**src/rtl/mips_ctrl_pkg.sv**
```systemverilog
// Shared constants for the multi-cycle MIPS control unit: opcodes, functs,
// datapath select encodings, state codes and the decoded instruction class.
package mips_ctrl_pkg;

    localparam logic [5:0] OP_RTYPE = 6'b000000;
    localparam logic [5:0] OP_ORI   = 6'b001101;
    localparam logic [5:0] OP_LW    = 6'b100011;
    localparam logic [5:0] OP_SW    = 6'b101011;
    localparam logic [5:0] OP_BEQ   = 6'b000100;
    localparam logic [5:0] OP_LUI   = 6'b001111;
    localparam logic [5:0] OP_J     = 6'b000010;
    localparam logic [5:0] OP_JAL   = 6'b000011;

    localparam logic [5:0] FN_ADDU  = 6'b100001;
    localparam logic [5:0] FN_SUBU  = 6'b100011;
    localparam logic [5:0] FN_JR    = 6'b001000;
    localparam logic [5:0] FN_NOP   = 6'b000000;

    localparam logic [1:0] EXT_ZERO = 2'b00;
    localparam logic [1:0] EXT_SIGN = 2'b01;
    localparam logic [1:0] EXT_LUI  = 2'b10;

    localparam logic [1:0] ALU_ADD  = 2'b00;
    localparam logic [1:0] ALU_SUB  = 2'b01;
    localparam logic [1:0] ALU_OR   = 2'b10;

    localparam logic [1:0] NPC_PC4  = 2'b00;
    localparam logic [1:0] NPC_BR   = 2'b01;
    localparam logic [1:0] NPC_JMP  = 2'b10;
    localparam logic [1:0] NPC_RS   = 2'b11;

    localparam logic [1:0] WD_ALU   = 2'b00;
    localparam logic [1:0] WD_DM    = 2'b01;
    localparam logic [1:0] WD_PC4   = 2'b10;

    localparam logic [1:0] RD_RT    = 2'b00;
    localparam logic [1:0] RD_RD    = 2'b01;
    localparam logic [1:0] RD_RA    = 2'b10;

    localparam logic [2:0] S_IF     = 3'd0;
    localparam logic [2:0] S_DCD    = 3'd1;
    localparam logic [2:0] S_EXE    = 3'd2;
    localparam logic [2:0] S_MA     = 3'd3;
    localparam logic [2:0] S_MEM    = 3'd4;
    localparam logic [2:0] S_BR     = 3'd5;
    localparam logic [2:0] S_WB     = 3'd6;
    localparam logic [2:0] S_HALT   = 3'd7;

    typedef struct packed {
        logic rtype_alu;
        logic ori;
        logic lui;
        logic lw;
        logic sw;
        logic beq;
        logic j;
        logic jal;
        logic jr;
        logic nop;
        logic bad;
    } insn_class_t;

    function automatic logic [1:0] ext_op_for(input insn_class_t c);
        logic [1:0] e;
        if (c.lui) begin
            e = EXT_LUI;
        end else if (c.lw || c.sw || c.beq) begin
            e = EXT_SIGN;
        end else begin
            e = EXT_ZERO;
        end
        return e;
    endfunction

endpackage

```
**src/rtl/mc_decode.sv**
```systemverilog
// Combinational op/funct decode into a one-hot instruction class.
module mc_decode
    import mips_ctrl_pkg::*;
(
    input  logic [5:0]  op,
    input  logic [5:0]  funct,
    output insn_class_t cls
);

    // Exactly one class bit is set for any op/funct pair; anything unlisted is bad.
    always_comb begin
        cls = '0;
        case (op)
            OP_RTYPE: begin
                case (funct)
                    FN_ADDU, FN_SUBU: cls.rtype_alu = 1'b1;
                    FN_JR:            cls.jr        = 1'b1;
                    FN_NOP:           cls.nop       = 1'b1;
                    default:          cls.bad       = 1'b1;
                endcase
            end
            OP_ORI:  cls.ori = 1'b1;
            OP_LUI:  cls.lui = 1'b1;
            OP_LW:   cls.lw  = 1'b1;
            OP_SW:   cls.sw  = 1'b1;
            OP_BEQ:  cls.beq = 1'b1;
            OP_J:    cls.j   = 1'b1;
            OP_JAL:  cls.jal = 1'b1;
            default: cls.bad = 1'b1;
        endcase
    end

endmodule

```
**src/rtl/mc_ctrl.sv**
```systemverilog
// Multi-cycle MIPS control FSM driving datapath enables and selects.
// Optional MC_CTRL_ILLEGAL_HALT_EN: unsupported instructions latch illegal and park in HALT.
module mc_ctrl
    import mips_ctrl_pkg::*;
#(
    parameter int MEM_WAIT = 0
) (
    input  logic       clk,
    input  logic       rst_n,
    input  logic [5:0] op,
    input  logic [5:0] funct,
    input  logic       zero,
    output logic       PCWr,
    output logic       IRWr,
    output logic       RegWr,
    output logic       MemWr,
    output logic [1:0] ExtOp,
    output logic [1:0] ALUOp,
    output logic       ALUSrc,
    output logic [1:0] RegDst,
    output logic [1:0] WDSel,
    output logic [1:0] NPCOp,
    output logic [2:0] state,
    output logic       illegal
);

    insn_class_t cls_s;
    logic [2:0]  state_r;
    logic [2:0]  state_nxt_s;
    logic [3:0]  cnt_r;
    logic [3:0]  cnt_nxt_s;

    mc_decode u_decode (
        .op    (op),
        .funct (funct),
        .cls   (cls_s)
    );

    assign state = state_r;

    // Next-state and DM wait-counter sequencing.
    always_comb begin
        state_nxt_s = S_IF;
        cnt_nxt_s   = cnt_r;
        case (state_r)
            S_IF:  state_nxt_s = S_DCD;
            S_DCD: begin
                if (cls_s.rtype_alu || cls_s.ori || cls_s.lui) begin
                    state_nxt_s = S_EXE;
                end else if (cls_s.lw || cls_s.sw) begin
                    state_nxt_s = S_MA;
                end else if (cls_s.beq) begin
                    state_nxt_s = S_BR;
                end else if (cls_s.bad) begin
`ifdef MC_CTRL_ILLEGAL_HALT_EN
                    state_nxt_s = S_HALT;
`else
                    state_nxt_s = S_IF;
`endif
                end else begin
                    state_nxt_s = S_IF;
                end
            end
            S_EXE: state_nxt_s = S_WB;
            S_MA: begin
                state_nxt_s = S_MEM;
                cnt_nxt_s   = 4'(MEM_WAIT);
            end
            S_MEM: begin
                if (cnt_r != 4'd0) begin
                    state_nxt_s = S_MEM;
                    cnt_nxt_s   = cnt_r - 4'd1;
                end else if (cls_s.lw) begin
                    state_nxt_s = S_WB;
                end else begin
                    state_nxt_s = S_IF;
                end
            end
            S_BR:  state_nxt_s = S_IF;
            S_WB:  state_nxt_s = S_IF;
`ifdef MC_CTRL_ILLEGAL_HALT_EN
            S_HALT: state_nxt_s = S_HALT;
`else
            S_HALT: state_nxt_s = S_IF;
`endif
            default: state_nxt_s = S_IF;
        endcase
    end

    // State and wait-counter registers.
    always_ff @(posedge clk or negedge rst_n) begin
        if (!rst_n) begin
            state_r <= S_IF;
            cnt_r   <= 4'd0;
        end else begin
            state_r <= state_nxt_s;
            cnt_r   <= cnt_nxt_s;
        end
    end

`ifdef MC_CTRL_ILLEGAL_HALT_EN
    logic illegal_r;

    // Sticky flag: set on an unsupported instruction in decode, cleared only by reset.
    always_ff @(posedge clk or negedge rst_n) begin
        if (!rst_n) begin
            illegal_r <= 1'b0;
        end else if (state_r == S_DCD && cls_s.bad) begin
            illegal_r <= 1'b1;
        end else begin
            illegal_r <= illegal_r;
        end
    end

    assign illegal = illegal_r;
`else
    assign illegal = 1'b0;
`endif

    // Datapath controls; reset masks everything so no write escapes while rst_n is low.
    always_comb begin
        PCWr   = 1'b0;
        IRWr   = 1'b0;
        RegWr  = 1'b0;
        MemWr  = 1'b0;
        ExtOp  = ext_op_for(cls_s);
        ALUOp  = ALU_ADD;
        ALUSrc = 1'b0;
        RegDst = RD_RT;
        WDSel  = WD_ALU;
        NPCOp  = NPC_PC4;
        if (!rst_n) begin
            ExtOp = EXT_ZERO;
        end else begin
            case (state_r)
                S_IF: begin
                    PCWr = 1'b1;
                    IRWr = 1'b1;
                end
                S_DCD: begin
                    if (cls_s.j) begin
                        PCWr  = 1'b1;
                        NPCOp = NPC_JMP;
                    end else if (cls_s.jal) begin
                        PCWr   = 1'b1;
                        NPCOp  = NPC_JMP;
                        RegWr  = 1'b1;
                        RegDst = RD_RA;
                        WDSel  = WD_PC4;
                    end else if (cls_s.jr) begin
                        PCWr  = 1'b1;
                        NPCOp = NPC_RS;
                    end else begin
                        PCWr = 1'b0;
                    end
                end
                S_EXE: begin
                    if (cls_s.rtype_alu) begin
                        ALUOp = (funct == FN_SUBU) ? ALU_SUB : ALU_ADD;
                    end else begin
                        // lui relies on the extender's shifted immediate ORed with rs forced to zero
                        ALUOp  = ALU_OR;
                        ALUSrc = 1'b1;
                    end
                end
                S_MA: begin
                    ALUSrc = 1'b1;
                    ExtOp  = EXT_SIGN;
                end
                S_MEM: MemWr = cls_s.sw && (cnt_r == 4'd0);
                S_BR: begin
                    ALUOp = ALU_SUB;
                    if (zero) begin
                        PCWr  = 1'b1;
                        NPCOp = NPC_BR;
                    end else begin
                        PCWr = 1'b0;
                    end
                end
                S_WB: begin
                    RegWr  = 1'b1;
                    RegDst = cls_s.rtype_alu ? RD_RD : RD_RT;
                    WDSel  = cls_s.lw ? WD_DM : WD_ALU;
                end
                default: PCWr = 1'b0;
            endcase
        end
    end

endmodule

```
**config.mk**
```make
export PLATFORM = sky130hd
export DESIGN_NAME = mc_ctrl
export DESIGN_NICKNAME = d
export VERILOG_FILES = /design/src/rtl/mips_ctrl_pkg.sv /design/src/rtl/mc_decode.sv /design/src/rtl/mc_ctrl.sv
export SDC_FILE = /design/constraint.sdc
export NUM_CORES = 1
export LEC_CHECK = 0
export ABC_AREA = 1
export CORE_AREA = 3 3 45 47
export CTS_CLUSTER_SIZE = 8
export DETAILED_ROUTE_END_ITERATION = 10
export DIE_AREA = 0 0 48 50
export GPL_TIMING_DRIVEN = 1
export PLACE_DENSITY = 0.91
export SLEW_MARGIN = 10
export SYNTH_ARGS = -nofsm -noshare
export SYNTH_HDL_FRONTEND = slang
export SYNTH_SLANG_ARGS = --single-unit
```
**constraint.sdc**
```tcl
create_clock -name clk -period 3 [get_ports clk]
set_clock_uncertainty 0.1 [all_clocks]
set_input_delay 0.6 -clock clk [delete_from_list [all_inputs] [get_ports clk]]
set_output_delay 0.6 -clock clk [all_outputs]
set_load 0.02 [all_outputs]
```
==> flow_metrics.tcl, run 1 <==
set metrics [dict create \
    synth-main-ff-cell "dfrtp_1" \
    area_delta_synth_final_pct 62.7 \
    cap_violations 0 \
    route.met3.wl_um 198 \
    hp-class "flip-flop to flip-flop" \
    multi_input_area_um2 423 \
    io_pins 34 \
    cts_buffers 3 \
    hp-start "cnt_r[0]" \
    cts_num_sinks 7 \
    reg2regPathDepth 10 \
    ys_top_cells_by_count "nand2_1 (28), inv_1 (23), nor2_1 (19)" \
    max_freq_ghz 0.351 \
    crit_slowest_cell "clkdlybuf4s50_1" \
    tns_ns 0 \
    worstReg2RegStart "cnt_r[0]" \
    crit_arrival_ns 2.15 \
    die_x_um 48 \
    final_nets 186 \
    die_area_um2 2400 \
    grt_pass1_vias 940 \
    hold_violations 0 \
    timing.final.crit_share_pct 95.0 \
    holdBufCountCts 0 \
    root_buffer "clkbuf_4" \
    vias_per_cell 5.26 \
    ys_ff_latch 7 \
    drive_gt1_share_pct 14.8 \
    powerDensity_nw_per_um2 434 \
    comb_power_share_pct 53.2 \
    overflow 0 \
    synth_area_leaders "dfrtp_1 (25%), nand2_1 (15%), inv_1 (12%), nand3_1 (11%), nor2_1 (10%)" \
    clk_latency_ns 0.26 \
    fill_cells 123 \
    drt-met1-wl_um 909 \
    slew_violations 0 \
    end_kind "output port" \
    cts_tree "yes" \
    synth-edff-count 0 \
    critical_path_class "input pin to output port" \
    p_sw_share_pct 46.1 \
    diodes 0 \
    max_stage_delay_ns 0.52 \
    status "finished clean" \
    rsz0062_at_grt "false" \
    crit_path_max_fanout 3 \
    synthArstFlopShare_pct 100 \
    core_area_um2 1690 \
    yosysSeqAreaShare_pct 24.6 \
    yosys_warnings 0 \
    postRouteAntennaNets 0 \
    p_int_w 0.000271 \
    grt_max_degree 8 \
    synth_area_um2 712 \
    clkPwrFrac_pct 18.0 \
    io_buffers 32 \
    place_area_um2 1120 \
    setup_viol 0 \
    gr-usage-all-layers_pct 22.2 \
    total_power_w 0.000503 \
    h-tree-depth 1 \
    worst_setup_path_start_kind "input pin" \
    gp_congestion 0.855 \
    ir_drop_mv 0.270 \
    crit_buf_inv 2 \
    highest_layer "met4" \
    p_switching_w 0.000232 \
    synth_top_area_share_pct 24.6 \
    drt_iter0_drc 57 \
    synth.most_common_cell "nand2_1" \
    routed_wl_um 2490 \
    hold_depth 1 \
    clockBufferDepth 2 \
    drc 0 \
    stdcell_count 186 \
    die_h_um 50 \
    crit_required_ns 2.30 \
    cp_num_cells 8 \
    cpLargestDelayFamily "buffers and inverters" \
    via_count 978 \
    critical_path.cell_chain "clkdlybuf4s50_1, nand2_1, nor2_1, nand2_1, o21ai_0, nor2_1, nor2_1, dlygate4sd2_1" \
    fp-row-count 15 \
    yosysTopAreaCell "dfrtp_1" \
    postLayoutCellArea_um2 1160 \
    antenna_found_initial 0 \
    grt_pass1_wl_um 3890 \
    crit_start "op[1]" \
    hpwl_um 2060 \
    syn_avg_cell_area_um2 5.74 \
    ff_latch_area_um2 175 \
    period_minus_slack_ns 2.85 \
    firstDrtPassIters 4 \
    syn_inst 124 \
    dp_cells 182 \
    synth_nets 140 \
    p_leak_nw 0.730 \
    yosysUniqueCellTypes 20 \
    wire_per_inst_um 13.4 \
    cp_common_cell "nor2_1" \
    clkSlewWorstSetupHoldPaths_ns 0.05 \
    initial_core_util_pct 42.1 \
    power.share.sequential_pct 28.8 \
    wl_met2_um 1290 \
]
==> placed cells by master, fill, tap and decap left out, types with 2 or more instances in the layout <==
master and n:
inv_1 23, dlygate4sd2_1 7, o21ai_0 2, buf_4 11
nor2_1 18, a21oi_1 4, nand2_2 2, nand4_1 6
nand2_1 28, dfrtp_1 7, dlymetal6s2s_1 7, inv_2 4
nor2_2 2, nor3_1 4, clkdlybuf4s50_1 18, nand3_1 15
clkbuf_4 3
==> stage by stage <==
stage	hold WS, ns	utilization, %	setup slack [ns]
after floorplan	0.204	-	0.830
after global placement	0.367	66.4	-0.0332
after detailed placement	0.393	66.4	-0.0985
after CTS	0.403	67.6	0.0264
after global routing	0.423	68.6	0.0151
final	0.404	68.6	0.151
==> routing by layer <==
layer  vias up  GRT usage [%]
met2        57           39.4
met3        10           3.28
met4         0           10.8
met1       431           23.8
met5         -              0
li1        480              -
==> state kept, by name (all words and copies together) (netlist names) <==
register / flops
cnt_r: 4
state: 3
==> power groups by stage <==
| stage | clock network [W] | logic [W] | registers, W |
|---|---|---|---|
| 2_1_floorplan | 0 | 0.000140 | 0.000156 |
| 3_3_place_gp | 0 | 0.000257 | 0.000144 |
| 3_5_place_dp | 0 | 0.000267 | 0.000146 |
| 4_1_cts | 0.0000912 | 0.000266 | 0.000144 |
| 5_1_grt | 0.0000957 | 0.000295 | 0.000148 |
| 6_report | 0.0000907 | 0.000268 | 0.000145 |
==> cell type report <==
type                    count  share of cell area [%]
multi-input cells          88                    36.5
repair buffers             43                    35.5
flip-flops and latches      7                    15.1
inverters                  27                    8.75
clock buffers               4                    2.27
well taps                  17                    1.84
==> logic make-up (layout without fill, tap and decap cells) <==
kind of cell    Yosys count  in the layout  share of synthesized area (%)
simple gates             77             77                           49.7
buf+inv                  29             74                           16.3
compound gates            9              9                           7.03
flops                     7              7                           24.6
fa+ha+maj                 1              1                           1.76
other cells               1              1                          0.527
==> worst register-to-register path: stages, from the launching register on <==
cell	delay (ns)
dfrtp_1	0.40
inv_1	0.12
ha_1	0.21
inv_1	0.06
nor2_1	0.08
nand2_1	0.13
nand2_2	0.13
nand2_2	0.08
inv_2	0.07
nand2_1	0.04
o21ai_1	0.08
==> timing repair <==
item,4_1_cts,5_1_grt
endpoints found under the setup margin,8,7
buffers inserted,0,0
pin swaps,0,0
resized for setup,8,7
endpoints found under the hold margin,0,0
==> worst paths after layout <==
path,to,slack (ns)
max reg2reg,cnt_r[0],1.43
max in group asynchronous,cnt_r[1],2.05
min reg2reg,cnt_r[0],0.40
min in group asynchronous,cnt_r[2],0.62
min,cnt_r[0],0.40
max,ExtOp[0],0.15
(Power assumes the default switching activity.)
==> inputs of run 2 (changes only) <==
- ABC_CLOCK_PERIOD_IN_PS: default -> 3000
==> results of run 2 <==
No change in the layout: final DEF, timing and power equal those of run 1.
==> inputs of run 3 (changes only) <==
- RECOVER_POWER: default -> 50
==> flow_metrics.tcl, run 3 (same netlist as run 1, synthesis figures left out) <==
set metrics [dict create \
    status "finished clean" \
    postLayoutCellArea_um2 1150 \
    diodes 0 \
    tns_ns 0 \
    antenna_found_initial 0 \
    h-tree-depth 1 \
    total_power_w 0.000495 \
    cp_common_cell "nor2_1" \
    io_buffers 32 \
    firstDrtPassIters 6 \
    crit_required_ns 2.30 \
    final_cell_mix "nand2_1 (30), inv_1 (24), nor2_1 (18), nand3_1 (15), clkdlybuf4s50_1 (15)" \
    fill_cells 127 \
    top_register "cnt_r" \
    via_count 983 \
    clkSlewWorstSetupHoldPaths_ns 0.05 \
    period_minus_slack_ns 2.84 \
    fp-row-count 15 \
    routed_wl_um 2440 \
    hold_violations 0 \
    ff_latch_area_um2 175 \
    cts_tree "yes" \
    cap_violations 0 \
    clk_latency_ns 0.26 \
    die_x_um 48 \
    drc 0 \
    cts_setup_buffers 0 \
    cts_num_sinks 7 \
    critical_path_class "input pin to output port" \
    wire_per_inst_um 13.1 \
    fin_util_pct 68.1 \
    hp-class "flip-flop to flip-flop" \
    place_area_um2 1120 \
    die_area_um2 2400 \
    multi_input_area_um2 418 \
    overflow 0 \
    final_nets 186 \
    layout_commonest_cell "nand2_1" \
    grt_pass1_wl_um 3890 \
    gp_congestion 0.855 \
    crit_buf_inv 2 \
    ir_drop_mv 0.266 \
    vias_per_cell 5.28 \
    core_area_um2 1690 \
    crit_slowest_cell "clkdlybuf4s50_1" \
    postRouteAntennaNets 0 \
    slew_violations 0 \
    gr-usage-all-layers_pct 22.2 \
    timing.final.crit_share_pct 94.8 \
    area_delta_synth_final_pct 61.5 \
    clockBufferDepth 2 \
    largest_register_ffs 4 \
    cpLargestDelayFamily "buffers and inverters" \
    drive_gt1_share_pct 12.4 \
    crit_arrival_ns 2.14 \
    die_h_um 50 \
    grt_pass1_vias 940 \
    p_leak_nw 0.730 \
    cts_buffers 3 \
    end_kind "output port" \
    max_stage_delay_ns 0.53 \
    root_buffer "clkbuf_4" \
    critical_path.cell_chain "clkdlybuf4s50_1, nand2_1, nor2_1, nand2_1, o21ai_0, nor2_1, nor2_1, dlygate4sd2_1" \
    whs_ns 0.405 \
    hpwl_um 2060 \
    grt_max_degree 8 \
    io_pins 34 \
    max_freq_ghz 0.351 \
    setup_viol 0 \
    powerDensity_nw_per_um2 430 \
    drt_iter0_drc 47 \
    crit_path_max_fanout 3 \
    rsz0062_at_grt "false" \
    worst_setup_path_start_kind "input pin" \
    initial_core_util_pct 42.1 \
]
## run 3: changes by cell type in the layout (fill, tap and decap cells not counted), sizes merged
| cell | change |
|---|---|
| clkdlybuf4s50 | -3 |
| dlygate4sd3 | +3 |
| buf | -2 |
| clkbuf | +2 |
## run 3: repair_timing
item | in CTS | in global routing
setup endpoints to repair | 8 | 7
hold buffers | 0 | 0
gates resized for setup | 8 | 7
## run 3: path summary, 6_finish.rpt
check | startpoint | end | slack, ns | cells past startpoint
max | op[0] | ExtOp[0] | 0.16 | 8
min | cnt_r[0] | cnt_r[0] | 0.41 | 1
max reg2reg | cnt_r[0] | cnt_r[0] | 1.39 | 10
min reg2reg | cnt_r[0] | cnt_r[0] | 0.41 | 1
max in group asynchronous | rst_n | cnt_r[1] | 1.74 | 2
min in group asynchronous | rst_n | cnt_r[2] | 0.77 | 2
## run 3: stage by stage
stage / instances / worst slack [ns]
floorplan: 124 / 0.830
global placement: 182 / -0.0332
detailed placement: 182 / -0.0985
CTS: 186 / 0.0264
global route: 186 / 0.0181
finish: 186 / 0.155
## run 3: metal layers
| layer | track usage (%) | vias up | wire (um) |
|---|---|---|---|
| met5 | 0 | - | 0 |
| met4 | 10.8 | 0 | 99 |
| met3 | 3.28 | 13 | 193 |
| met2 | 39.4 | 69 | 1250 |
| met1 | 23.8 | 420 | 901 |
| li1 | - | 481 | - |
## run 3: layout make-up
type | count | area share, %
inverter | 27 | 8.81
tap | 17 | 1.85
sequential | 7 | 15.2
timing repair buffer | 43 | 35.5
multi-input combinational | 88 | 36.3
clock buffer | 4 | 2.29
## run 3: report_power, final
group          total (W)  leakage, nW  internal, W  switching, W
Clock          0.0000911       0.0150    0.0000511     0.0000400
Sequential      0.000144       0.0947     0.000113     0.0000310
Combinational   0.000260        0.620     0.000103      0.000157
Total           0.000495        0.730     0.000267      0.000228
## run 3: worst register-to-register path: cells and delay by family (launching register included)
family | cells | cell delay [ns]
AOI/OAI and AO/OA | 1 | 0.08
DFF | 1 | 0.40
buffers and inverters | 3 | 0.27
adders and majority gates | 1 | 0.21
and+or+nand+nor | 5 | 0.48
